File: config.mk
export PLATFORM = sky130hd
export DESIGN_NAME = svc_rv_dbus_mon
export DESIGN_NICKNAME = d
export VERILOG_FILES = /design/src/rtl/svc_rv_dbus_mon.sv
export SDC_FILE = /design/constraint.sdc
export NUM_CORES = 1
export LEC_CHECK = 0
export CORE_MARGIN = 2
export CORE_UTILIZATION = 47
export DETAILED_ROUTE_END_ITERATION = 10
export PLACE_DENSITY = 0.77
export SYNTH_ARGS = -nofsm -noshare
export SYNTH_HDL_FRONTEND = slang
export SYNTH_SLANG_ARGS = --single-unit
export TNS_END_PERCENT = 30
File: constraint.sdc
create_clock -name clock -period 7.7 [get_ports clock]
set_clock_uncertainty 0.05 [all_clocks]
set_input_delay 0.77 -clock clock [delete_from_list [all_inputs] [get_ports clock]]
set_output_delay 0.77 -clock clock [all_outputs]
set_load 0.005 [all_outputs]
File: src/rtl/svc_rv_dbus_mon.sv
// Data-bus monitor: turns dmem read/write traffic into one registered
// bus event per cycle, with pending-read and write queues.
module svc_rv_dbus_mon #(
  parameter int RD_LAT = 0,
  parameter int QDEPTH = 2
) (
  input  logic        clock,
  input  logic        reset,
  input  logic        dmem_ren,
  input  logic [31:0] dmem_raddr,
  input  logic        dmem_rvalid,
  input  logic [31:0] dmem_rdata,
  input  logic        dmem_we,
  input  logic [31:0] dmem_waddr,
  input  logic [31:0] dmem_wdata,
  input  logic [3:0]  dmem_wstrb,
  output logic        bus_valid,
  output logic        bus_insn,
  output logic [31:0] bus_addr,
  output logic [3:0]  bus_rmask,
  output logic [3:0]  bus_wmask,
  output logic [31:0] bus_rdata,
  output logic [31:0] bus_wdata,
  output logic        err_overflow,
  output logic        err_protocol
);
  localparam int AW = $clog2(QDEPTH);
  localparam int PW = AW + 1;

  logic        rd_done;
  logic [31:0] rd_addr;
  logic        rd_ovf;
  logic        rd_proto;

  generate
    if (RD_LAT == 0) begin : g_sram
      assign rd_done  = dmem_ren && dmem_rvalid;
      assign rd_addr  = dmem_raddr;
      assign rd_ovf   = 1'b0;
      assign rd_proto = 1'b0;
    end else begin : g_bram
      logic [31:0]   pq [QDEPTH];
      logic [PW-1:0] pq_wp;
      logic [PW-1:0] pq_rp;
      logic          pq_empty;
      logic          pq_full;
      logic          pq_pop;
      logic          pq_push;

      assign pq_empty = pq_wp == pq_rp;
      assign pq_full  = (pq_wp[AW] != pq_rp[AW]) &&
                        (pq_wp[AW-1:0] == pq_rp[AW-1:0]);
      assign pq_pop   = dmem_rvalid && !pq_empty;
      assign pq_push  = dmem_ren && (!pq_full || pq_pop);

      assign rd_done  = pq_pop;
      assign rd_addr  = pq[pq_rp[AW-1:0]];
      assign rd_ovf   = dmem_ren && pq_full && !pq_pop;
      assign rd_proto = dmem_rvalid && pq_empty;

      always_ff @(posedge clock) begin
        if (reset) begin
          pq_wp <= '0;
          pq_rp <= '0;
        end else begin
          if (pq_push) pq_wp <= pq_wp + PW'(1);
          if (pq_pop)  pq_rp <= pq_rp + PW'(1);
        end
      end

      always_ff @(posedge clock) begin
        if (!reset && pq_push) pq[pq_wp[AW-1:0]] <= dmem_raddr;
      end
    end
  endgenerate

  logic [31:0]   wq_addr [QDEPTH];
  logic [31:0]   wq_data [QDEPTH];
  logic [3:0]    wq_strb [QDEPTH];
  logic [PW-1:0] wq_wp;
  logic [PW-1:0] wq_rp;
  logic          wq_empty;
  logic          wq_full;
  logic          wq_pop;
  logic          wq_push;
  logic          wr_byp;
  logic          wr_ovf;

  assign wq_empty = wq_wp == wq_rp;
  assign wq_full  = (wq_wp[AW] != wq_rp[AW]) &&
                    (wq_wp[AW-1:0] == wq_rp[AW-1:0]);
  assign wq_pop   = !rd_done && !wq_empty;
  assign wr_byp   = !rd_done && wq_empty && dmem_we;
  assign wq_push  = dmem_we && !wr_byp && (!wq_full || wq_pop);
  assign wr_ovf   = dmem_we && !wr_byp && wq_full && !wq_pop;

  always_ff @(posedge clock) begin
    if (reset) begin
      wq_wp <= '0;
      wq_rp <= '0;
    end else begin
      if (wq_push) wq_wp <= wq_wp + PW'(1);
      if (wq_pop)  wq_rp <= wq_rp + PW'(1);
    end
  end

  always_ff @(posedge clock) begin
    if (!reset && wq_push) begin
      wq_addr[wq_wp[AW-1:0]] <= dmem_waddr;
      wq_data[wq_wp[AW-1:0]] <= dmem_wdata;
      wq_strb[wq_wp[AW-1:0]] <= dmem_wstrb;
    end
  end

  // Read completion wins, then oldest queued write, then bypass.
  always_ff @(posedge clock) begin
    if (reset) begin
      bus_valid    <= 1'b0;
      bus_addr     <= '0;
      bus_rmask    <= '0;
      bus_wmask    <= '0;
      bus_rdata    <= '0;
      bus_wdata    <= '0;
      err_overflow <= 1'b0;
      err_protocol <= 1'b0;
    end else begin
      bus_valid <= rd_done || wq_pop || wr_byp;
      bus_addr  <= '0;
      bus_rmask <= '0;
      bus_wmask <= '0;
      bus_rdata <= '0;
      bus_wdata <= '0;
      if (rd_done) begin
        bus_addr  <= rd_addr & ~32'h3;
        bus_rmask <= 4'hF;
        bus_rdata <= dmem_rdata;
      end else if (wq_pop) begin
        bus_addr  <= wq_addr[wq_rp[AW-1:0]] & ~32'h3;
        bus_wmask <= wq_strb[wq_rp[AW-1:0]];
        bus_wdata <= wq_data[wq_rp[AW-1:0]];
      end else if (wr_byp) begin
        bus_addr  <= dmem_waddr & ~32'h3;
        bus_wmask <= dmem_wstrb;
        bus_wdata <= dmem_wdata;
      end
      err_overflow <= err_overflow | rd_ovf | wr_ovf;
      err_protocol <= err_protocol | rd_proto;
    end
  end

  assign bus_insn = 1'b0;
endmodule

==> metrics.md, run 1 <==
| Metric | Value |
|---|---|
| CTS hold repair buffers | `0` |
| Max Cap Viol | `0` |
| Total grt overflow | `0` |
| Placeable Area | `17900 um2` |
| Hpwl dp | `12.2 mm` |
| RSZ-0062 raised after global routing | `no` |
| Pleak | `4.24 nW` |
| Final worst path period need | `2.64 ns` |
| Post CTS Setup Buffer Count | `0` |
| Status | `complete, no violations` |
| Critical Path End Type | `register` |
| DR vias/cell | `5.02` |
| Final Wtd Congestion | `0.739` |
| Initial antenna violation count | `0` |
| Final net count | `984` |
| Design area | `11900 um2` |
| Power Dens Cells | `301 nW/um2` |
| Placed cell count | `1049` |
| Worst path bufs/invs | `2` |
| Power consumption | `3.59 mW` |
| Final setup viols | `0` |
| Worst-Skew Late Latency | `0.51 ns` |
| Critical path class | `primary input to register` |
| Total GRT Usage | `19.2%` |
| Slowest-stage cell, CP | `buf_4` |
| Post-route ant nets | `0` |
| Final Hold Fails | `0` |
| Critical Path RT | `7.78 ns` |
| Vias | `5490` |
| CP Data Arrival Time | `2.73 ns` |
| Synth cell types | `30` |
| CTS Buf Count | `25` |
| Dpl ws | `4.55 ns` |
| Worst-path maximum fanout | `39` |
| CTS resizes | `0` |
| Clock tree buffer depth | `3` |
| CTS tree | `done` |
| Share of cells above drive strength 1 | `14.3%` |
| Die Area | `19300 um2` |
| Mapped Area | `8560 um2` |
| Layout fillers | `1245` |
| Post-synthesis sequential area ratio | `71.1%` |
| Row count | `49` |
| Syn Inst Count | `613` |
| CTS Root Cell | `clkbuf_16` |
| Dpl cell area | `11100 um2` |
| CP cell instances | `clkdlybuf4s50_1 -> nand2_1 -> xor2_1 -> a211oi_4 -> buf_4` |
| Final Max Slew Viols | `0` |
| Final worst slack | `5.06 ns` |
| Yosys reg bits | `238` |
| Clock sink total | `238` |
| Vias in the first global route | `5898` |
| Area occupied by multi-input gates | `2300 um2` |
| H-tree Lvls | `1` |
| Drt first pass iters | `4` |
| CP delay by family, top | `buffers and inverters` |
| Hold crit path type | `register to register` |
| DR iter-0 viols | `260` |
| Post-DR wirelength/cell | `17.2 um` |
| Worst Setup Start Kind | `primary input` |
| Max-slew headroom | `30.6%` |
| Max rail drop VDD | `0.000200 V` |
| Register area | `6090 um2` |
| Area grow syn2layout | `39.5%` |
| Die Y | `139 um` |
| Starting density of the core | `47.8%` |
| Final cell utilization of the core | `66.7%` |
| Largest net degree at the start of global routing | `67` |
| Drt total wl | `18.8 mm` |
| DIE WIDTH | `139 um` |
| Ant diodes | `0` |
| Number of placed I/O pins | `245` |
| Worst-margin pin slew | `1.04 ns` |
| Crit-path max cell delay | `0.51 ns` |
| Tcrit/Tclk final | `34.3%` |
| Post-route DRC | `0` |
| Final TNS setup | `0 ns` |
| Final instance count without filler cells | `1094` |
| Ys Warns | `0` |
| Fmax | `0.378 GHz` |
| Syn_area_per_cell | `14.0 um2` |
| CTS clk-pin slew, worst paths | `0.06 ns` |
| Hold_ws | `0.432 ns` |
| Buffers on Ports | `236` |
| First-pass GRT wire length | `30.0 mm` |
==> where the power goes <==
group	internal, mW	total [mW]	switching (mW)
Sequential	1.49	1.60	0.108
Clock	0.735	1.20	0.465
Combinational	0.416	0.793	0.377
Total	2.65	3.59	0.949
==> path summary, 6_finish.rpt <==
path | cells past startpoint | from | end | slack (ns)
max reg2reg | 4 | wq_rp[1] | wq_addr[0][14] | 5.36
min reg2reg | 2 | err_overflow | err_overflow | 0.43
max | 5 | dmem_ren | wq_addr[0][14] | 5.06
min | 2 | err_overflow | err_overflow | 0.43
==> worst min-delay path, cell delays in order, from the launching register on <==
cell	delay, ns
dfxtp_1	0.33
a31oi_1	0.05
nor2_1	0.07
==> cell families (layout without fill, tap and decap cells) <==
group	Yosys count	after routing	share of synthesized area [%]
multiplexers	67	67	8.36
buffers and inverters	44	293	2.75
XOR/XNOR	6	6	0.789
AND/OR/NAND/NOR	183	183	9.92
other	1	4	0.0438
AO/OA/AOI/OAI	74	74	7.09
flip-flops	238	238	71.1
==> registers in the layout (all words and copies together), names as in the netlist, named ones only <==
name,count
wq_rp,2
wq_addr,60
bus_rdata,32
err_overflow,1
wq_wp,2
bus_wmask,4
bus_rmask,1
wq_data,64
bus_valid,1
bus_addr,30
wq_strb,8
bus_wdata,32
==> cell type report <==
cell class / instances / area share (%)
Timing Repair Buffer: 246 / 20.4
Sequential cell: 238 / 51.0
Clock buffer: 28 / 5.41
Multi-Input combinational cell: 334 / 19.2
Clock inverter: 17 / 1.55
Tap cell: 229 / 2.40
Inverter: 2 / 0.0628
==> metal layers <==
metal | routed length (um) | vias to the layer above | GRT usage (%)
li1 | - | 2632 | -
met4 | 446 | 0 | 5.26
met1 | 7450 | 2591 | 22.9
met5 | 0 | - | 0
met3 | 1340 | 47 | 4.87
met2 | 9540 | 220 | 34.7
==> synthesized netlist by cell type (all sizes together) <==
cell type	n	area [um2]
edfxtp	132	3960
dfxtp	106	2120
nand2	99	372
a21oi	37	185
nand3	37	185
mux2	36	405
and2	32	200
mux2i	31	310
o211ai	31	383
buf	23	156
clkbuf	19	71.3
nor2	8	32.5
xor2	5	58.8
a31oi	3	18.8
nand2b	3	26.3
a211oi	2	15.0
inv	2	7.51
or3	2	12.5
conb	1	3.75
nor4b	1	15.0
o21ai	1	5.00
or2	1	6.26
xnor2	1	8.76
==> layout by cell type (no fill, tap or decap) <==
master,instances
a21oi_1,37
nand2_1,99
dfxtp_1,105
clkbuf_8,1
clkdlybuf4s50_1,236
nand2b_1,2
clkinv_1,4
mux2_2,36
and2_1,32
a31oi_1,3
buf_4,10
o21ai_0,1
nor2_1,6
bufinv_16,4
or3_1,2
mux2i_1,31
clkinvlp_4,2
dfxtp_4,1
xor2_1,3
o211ai_1,1
xor2_2,2
inv_1,2
a211oi_4,2
o211ai_2,30
or2_1,1
xnor2_1,1
nor2_2,1
clkbuf_1,2
edfxtp_1,132
nor4b_4,1
conb_1,4
nand3_1,37
nor2_4,1
nand2b_4,1
clkbuf_16,25
clkinv_2,7
Note: power is estimated with default switching activity, not from simulation.
==> inputs of run 2 (changes only) <==
CORE_UTILIZATION = 43   (was 47)
PLACE_DENSITY = 0.74   (was 0.77)
clock period = 2.4 ns   (was 7.7 ns; I/O delays follow)
==> run 2 against run 1 <==
  * Power grew to 3.2 times the previous value
  * Final cell count is 4.0% higher
  * Sequential power grew to 3.2 times the previous value
  * Sequential cell count stayed put
  * Worst hold slack worse by 0.20 ns
  * Cell area is 1.5% higher
  * Clock-buffer cell count is 6 higher
  * Clock power grew to 3.2 times the previous value
  * Global-route usage is 1.6 points lower
  * Wire length is 0.62% higher
  * Setup slack worse by 4.6 ns
  * Largest power group unchanged
==> metrics.md, run 2 (same netlist as run 1, synthesis figures left out) <==
| Metric | Value |
|---|---|
| Die Y | `145 um (+4.4%)` |
| Vias | `5498 (+0.15%)` |
| Drt first pass iters | `4 (unchanged)` |
| Post-DR wirelength/cell | `16.6 um (-3.3%)` |
| CTS tree | `done` |
| Switching pwr | `3.07 mW (+220%)` |
| Status | `complete, no violations` |
| Clock sink total | `238 (unchanged)` |
| Worst-path maximum fanout | `20 (-49%)` |
| Placeable Area | `19500 um2 (+9.1%)` |
| Design area | `12100 um2 (+1.5%)` |
| DIE WIDTH | `145 um (+4.4%)` |
| Max reg flops | `64 (unchanged)` |
| Hold crit path type | `primary input to register` |
| Row count | `51 (+4.1%)` |
| RSZ-0062 raised after global routing | `no` |
| Logic pwr share | `23.7% (+1.6 points)` |
| H-tree Lvls | `1 (unchanged)` |
| Final Max Slew Viols | `0 (unchanged)` |
| Critical Path End Type | `register` |
| Hpwl dp | `12.2 mm (+0.60%)` |
| Total GRT Usage | `17.7% (-1.6 points)` |
| Sequential share of power | `43.7% (-0.9 points)` |
| Fmax | `0.515 GHz` |
| Sw frac | `26.5% (+0.053 points)` |
| Max Cap Viol | `0 (unchanged)` |
| DR iter-0 viols | `255 (-1.9%)` |
| Die Area | `21100 um2 (+9.0%)` |
| Vias in the first global route | `5608 (-4.9%)` |
| Final worst path period need | `1.94 ns` |
| Final Wtd Congestion | `0.743 (+0.56%)` |
| Total grt overflow | `0 (unchanged)` |
| Pint | `8.53 mW (+220%)` |
| Number of placed I/O pins | `245 (unchanged)` |
| Dpl ws | `0.108 ns (-4.44 ns)` |
| Power consumption | `11.6 mW (+220%)` |
| Final net count | `991 (+0.71%)` |
| Critical Path RT | `2.53 ns (-5.25 ns)` |
| Most common cell after layout, fill and taps aside | `clkdlybuf4s50_1` |
| Share of cells above drive strength 1 | `15.0% (+0.67 points)` |
| Layout fillers | `1475 (+18%)` |
| Critical path class | `register to register` |
| Initial antenna violation count | `1 (+1)` |
| Final cell utilization of the core | `62.1% (-4.6 points)` |
| Crit-path max cell delay | `0.39 ns (-0.12 ns)` |
| Largest net degree at the start of global routing | `64 (-4.5%)` |
| Buffers on Ports | `236 (unchanged)` |
| Min-Delay Startpoint | `dmem_rdata[8]` |
| Drt total wl | `18.9 mm (+0.62%)` |
| Clock Power Share | `32.7% (-0.7 points)` |
| CP cell instances | `xor2_4 -> xor2_4 -> a211oi_4 -> buf_4` |
| Tcrit/Tclk final | `80.9%` |
| CTS hold repair buffers | `0 (unchanged)` |
| Post-route DRC | `0 (unchanged)` |
| Final Hold Fails | `0 (unchanged)` |
| CTS resizes | `0 (unchanged)` |
| First-pass GRT wire length | `30.2 mm (+0.58%)` |
| Max-slew headroom | `55.8% (+25 points)` |
| Dpl cell area | `11300 um2 (+1.8%)` |
| Worst Setup Start Kind | `register` |
| Starting density of the core | `43.9% (-4.0 points)` |
| Final setup viols | `0 (unchanged)` |
| CTS Root Cell | `clkbuf_16` |
| Pleak | `4.29 nW (+1.1%)` |
| Post CTS Setup Buffer Count | `0 (unchanged)` |
| Final worst slack | `0.457 ns (-4.60 ns)` |
| Slowest-stage cell, CP | `dfxtp_4` |
| R2R Path Start | `wq_rp[1]` |
| Area grow syn2layout | `41.7%` |
| Post-route ant nets | `0 (unchanged)` |
| Max rail drop VDD | `0.000741 V (+270%)` |
| Worst-margin pin slew | `0.663 ns (-0.379 ns)` |
| Worst Setup SP | `wq_rp[1]` |
| CP Data Arrival Time | `2.07 ns (-0.66 ns)` |
| Clock tree buffer depth | `3 (unchanged)` |
| Power Dens Cells | `956 nW/um2 (+220%)` |
| Most frequent cells in the layout | `clkdlybuf4s50_1 (236), edfxtp_1 (132), dfxtp_1 (103)` |
| Most common cell on crit path | `xor2_4` |
| DR vias/cell | `4.83 (-3.7%)` |
| Ant diodes | `0 (unchanged)` |
| CTS Buf Count | `25 (unchanged)` |
| CTS clk-pin slew, worst paths | `0.06 ns (about the same)` |
| Worst-Skew Late Latency | `0.51 ns (about the same)` |
-- run 2: cell count changes in the layout (fill, tap and decap cells not counted), sizes merged --
| cell | previous run | this run |
|---|---|---|
| buf | 10 | 17 |
| bufinv | 4 | 3 |
| clkbuf | 28 | 34 |
| clkinv | 11 | 7 |
| clkinvlp | 2 | 1 |
| inv | 2 | 3 |
-- run 2: metal layers --
| layer | global-route usage [%] | routed length, um | up-vias |
|---|---|---|---|
| li1 | - | - | 2652 |
| met1 | 22.3 | 7940 | 2601 |
| met2 | 29.9 | 8970 | 222 |
| met3 | 5.31 | 1660 | 23 |
| met4 | 4.46 | 308 | 0 |
| met5 | 0 | 0 | - |
-- run 2: final timing paths --
path              slack, ns  cells past startpoint        endpoint
setup / recovery       0.46                      4  wq_addr[1][26]
hold / removal         0.23                      2    bus_rdata[8]
setup reg to reg       0.46                      4  wq_addr[1][26]
hold reg to reg        0.42                      2    err_overflow
-- run 2: cell type report --
class                      count  area, um2  area share [%]
multi-input combinational    334       2330            19.2
timing repair buffer         253       2550            21.0
clock buffer                  34        679            5.60
inverter                       2       7.51          0.0619
clock inverter                12        138            1.13
sequential                   238       6100            50.3
tap                          265        332            2.73
-- run 2: power groups by stage --
stage | combinational, mW | clock [mW] | sequential (mW)
global route | 2.98 | 4.07 | 5.12
finish | 2.74 | 3.79 | 5.07
detailed placement | 2.77 | 0 | 5.15
global placement | 2.74 | 0 | 5.15
CTS | 2.78 | 3.90 | 5.07
floorplan | 1.63 | 0 | 5.04
-- run 2: critical path: cells and delay by family (launching register included) --
family	cells	cell delay, ns
buffers and inverters	1	0.36
flip-flops	1	0.39
XOR/XNOR	2	0.49
AO/OA/AOI/OAI	1	0.31
-- run 2: through the flow --
step / std cells / setup TNS [ns] / hold slack [ns]
after detailed placement: 1092 / 0 / 0.412
after global placement: 1092 / 0 / 0.404
after global routing: 1138 / 0 / 0.212
after CTS: 1138 / 0 / 0.203
after floorplan: 616 / -91.57 / 0.289
final: 1138 / 0 / 0.231
==> inputs of run 3 (changes only) <==
CORE_UTILIZATION = 47   (was 43)
PLACE_DENSITY = 0.77   (was 0.74)
clock period = 1.8 ns   (was 2.4 ns; I/O delays follow)
==> run 3 against run 2 <==
  * Wire length rose by 1.7%
  * Critical path depth did not move
  * Highest routed layer is now met5
  * First-iteration DRC count rose by 19%
  * Combinational power is 49% higher
  * Clock power rose by 21%
  * Critical endpoint is now wq_addr[0][26]
==> metrics.md, run 3 (same netlist as run 1, synthesis figures left out) <==
| Metric | Value |
|---|---|
| DR vias/cell | `4.99 (+3.3%)` |
| Sw frac | `27.0% (+0.49 points)` |
| Clock sink total | `238 (unchanged)` |
| Logic pwr share | `26.6% (+2.9 points)` |
| Critical Path RT | `1.94 ns (-0.59 ns)` |
| Die Y | `139 um (-4.2%)` |
| Worst-path maximum fanout | `16 (-20%)` |
| Share of cells above drive strength 1 | `16.3% (+1.3 points)` |
| Vias | `5557 (+1.1%)` |
| Final worst path period need | `1.76 ns (-0.183 ns)` |
| DIE WIDTH | `139 um (-4.2%)` |
| Met3 wire length | `1.42 mm (-15%)` |
| H-tree Lvls | `1 (unchanged)` |
| First-pass GRT wire length | `30.2 mm (-0.19%)` |
| R2R Path Start | `wq_wp[1]` |
| CTS Buf Count | `24 (-4.0%)` |
| Hold crit path type | `primary input to register` |
| Max reg flops | `64 (unchanged)` |
| Clock tree buffer depth | `3 (unchanged)` |
| CTS tree | `done` |
| Final setup viols | `0 (unchanged)` |
| Buffers on Ports | `236 (unchanged)` |
| Number of placed I/O pins | `245 (unchanged)` |
| Final Max Slew Viols | `0 (unchanged)` |
| Worst Setup Start Kind | `register` |
| M1 WL | `8.09 mm (+1.8%)` |
| R2r setup slk | `0.04 ns (-0.42 ns)` |
| Metal2 WL | `9.37 mm (+4.4%)` |
| Ant diodes | `0 (unchanged)` |
| Max Cap Viol | `0 (unchanged)` |
| Reg2Reg Depth | `4 (unchanged)` |
| CP Data Arrival Time | `1.90 ns (-0.17 ns)` |
| Dpl cell area | `11400 um2 (+1.1%)` |
| Total GRT Usage | `19.4% (+1.8 points)` |
| WHS Path Cells | `2 (unchanged)` |
| Max rail drop VDD | `0.000837 V (+13%)` |
| Slowest-stage cell, CP | `dfxtp_4` |
| Reg2reg end | `wq_addr[0][26]` |
| Crit-path max cell delay | `0.37 ns (-0.02 ns)` |
| Post-route ant nets | `0 (unchanged)` |
| CTS Root Cell | `clkbuf_16` |
| Area occupied by multi-input gates | `2330 um2 (+0.11%)` |
| Hold_ws | `0.181 ns (-0.0503 ns)` |
| Vias in the first global route | `5720 (+2.0%)` |
| Final Hold Fails | `0 (unchanged)` |
| Top Layer Used | `met5` |
| Post CTS Setup Buffer Count | `0 (unchanged)` |
| Status | `complete, no violations` |
| CP cell instances | `xor2_4 -> xor2_4 -> a211oi_4 -> buf_4` |
| DR iter-0 viols | `303 (+19%)` |
| Drt first pass iters | `4 (unchanged)` |
| Clock Power Share | `30.0% (-2.7 points)` |
| Drt total wl | `19.2 mm (+1.7%)` |
| Final Wtd Congestion | `0.791 (+6.5%)` |
| CTS clk-pin slew, worst paths | `0.06 ns (about the same)` |
| Initial antenna violation count | `1 (unchanged)` |
| Layout fillers | `1245 (-16%)` |
| Most common cell on crit path | `xor2_4` |
| Final net count | `1003 (+1.2%)` |
| Die Area | `19300 um2 (-8.3%)` |
| Most common cell after layout, fill and taps aside | `clkdlybuf4s50_1` |
| RSZ-0062 raised after global routing | `yes` |
| Register area | `6100 um2 (about the same)` |
| Design area | `12200 um2 (+0.47%)` |
| Placeable Area | `17900 um2 (-8.3%)` |
| Fmax | `0.568 GHz (+10%)` |
| Post-route DRC | `0 (unchanged)` |
| Switching pwr | `4.13 mW (+34%)` |
| Total grt overflow | `0 (unchanged)` |
| Post-DR wirelength/cell | `17.3 um (+4.0%)` |
| Row count | `49 (-3.9%)` |
| Power Dens Cells | `1260 nW/um2 (+31%)` |
| CTS hold repair buffers | `0 (unchanged)` |
| Largest net degree at the start of global routing | `39 (-39%)` |
| Hold Crit Endpoint | `bus_rdata[17]` |
| Most frequent cells in the layout | `clkdlybuf4s50_1 (236), edfxtp_1 (132), dfxtp_1 (102)` |
| Final TNS setup | `0 ns (unchanged)` |
| Tcrit/Tclk final | `97.8% (+17 points)` |
| Pleak | `4.36 nW (+1.5%)` |
| Sequential share of power | `43.4% (-0.3 points)` |
| Starting density of the core | `47.8% (+4.0 points)` |
| Power consumption | `15.3 mW (+32%)` |
| Min-Delay Startpoint | `dmem_rdata[17]` |
| Critical path class | `register to register` |
| Critical Path End Type | `register` |
| Hpwl dp | `13.0 mm (+6.3%)` |
| Worst-Skew Late Latency | `0.51 ns (about the same)` |
| Area grow syn2layout | `42.3%` |
| Pint | `11.2 mW (+31%)` |
[run 3: cell types whose count changed in the layout (fill, tap and decap cells not counted), sizes merged]
cell	before	now
buf	17	30
bufinv	3	0
clkbuf	34	33
clkinv	7	10
clkinvlp	1	0
[run 3: metal layers]
metal	track usage (%)	vias to the layer above
met5	0	-
met4	4.57	2
met3	4.45	34
met2	33.2	224
met1	25.4	2623
li1	-	2674
[run 3: how the worst max path moves through the flow]
stage / start / to / slack, ns / depth (start not counted)
global placement: dmem_ren / wq_data[0][4] / -0.37 / 5
global route: wq_wp[1] / wq_addr[0][30] / -0.03 / 4
finish: wq_wp[1] / wq_addr[0][26] / 0.04 / 4
detailed placement: dmem_ren / wq_data[0][2] / -0.36 / 5
floorplan: wq_rp[1] / wq_addr[0][10] / -1.29 / 3
CTS: wq_wp[1] / wq_data[0][30] / 0.01 / 4
[run 3: critical path, delay by kind of cell, from the launching register on]
| family | cells | cell delay, ns |
|---|---|---|
| XOR/XNOR | 2 | 0.38 |
| AO/OA/AOI/OAI | 1 | 0.34 |
| buffers and inverters | 1 | 0.31 |
| flip-flops | 1 | 0.37 |
[run 3: repair_timing]
item                                   in CTS  in global routing
endpoints found under the hold margin       0                  0
setup endpoints to repair                  23                 55
gates resized for setup                     3                  1
[run 3: layout make-up]
type                    count  share of cell area, %
clock buffers              33                   5.55
clock inverters            11                  0.482
inverters                   2                 0.0616
multi-input cells         334                   19.1
flip-flops and latches    238                   50.0
well taps                 229                   2.35
repair buffers            266                   22.4
[run 3: power groups by stage]
stage          logic [mW]  registers [mW]  clock network (mW)
2_1_floorplan        2.17            6.73                   0
3_3_place_gp         3.97            6.74                   0
3_5_place_dp         4.03            6.76                   0
4_1_cts              4.08            6.65                4.71
5_1_grt              4.37            6.70                4.92
6_report             4.07            6.64                4.59
[run 3: metrics by stage]
step | std cells | util [%] | setup slack, ns
after detailed placement | 1069 | 63.9 | -0.357
after floorplan | 616 | - | -1.29
after global placement | 1069 | 63.9 | -0.371
final | 1113 | 68.1 | 0.0404
after CTS | 1113 | 68.1 | 0.0104
after global routing | 1113 | 68.1 | -0.0344
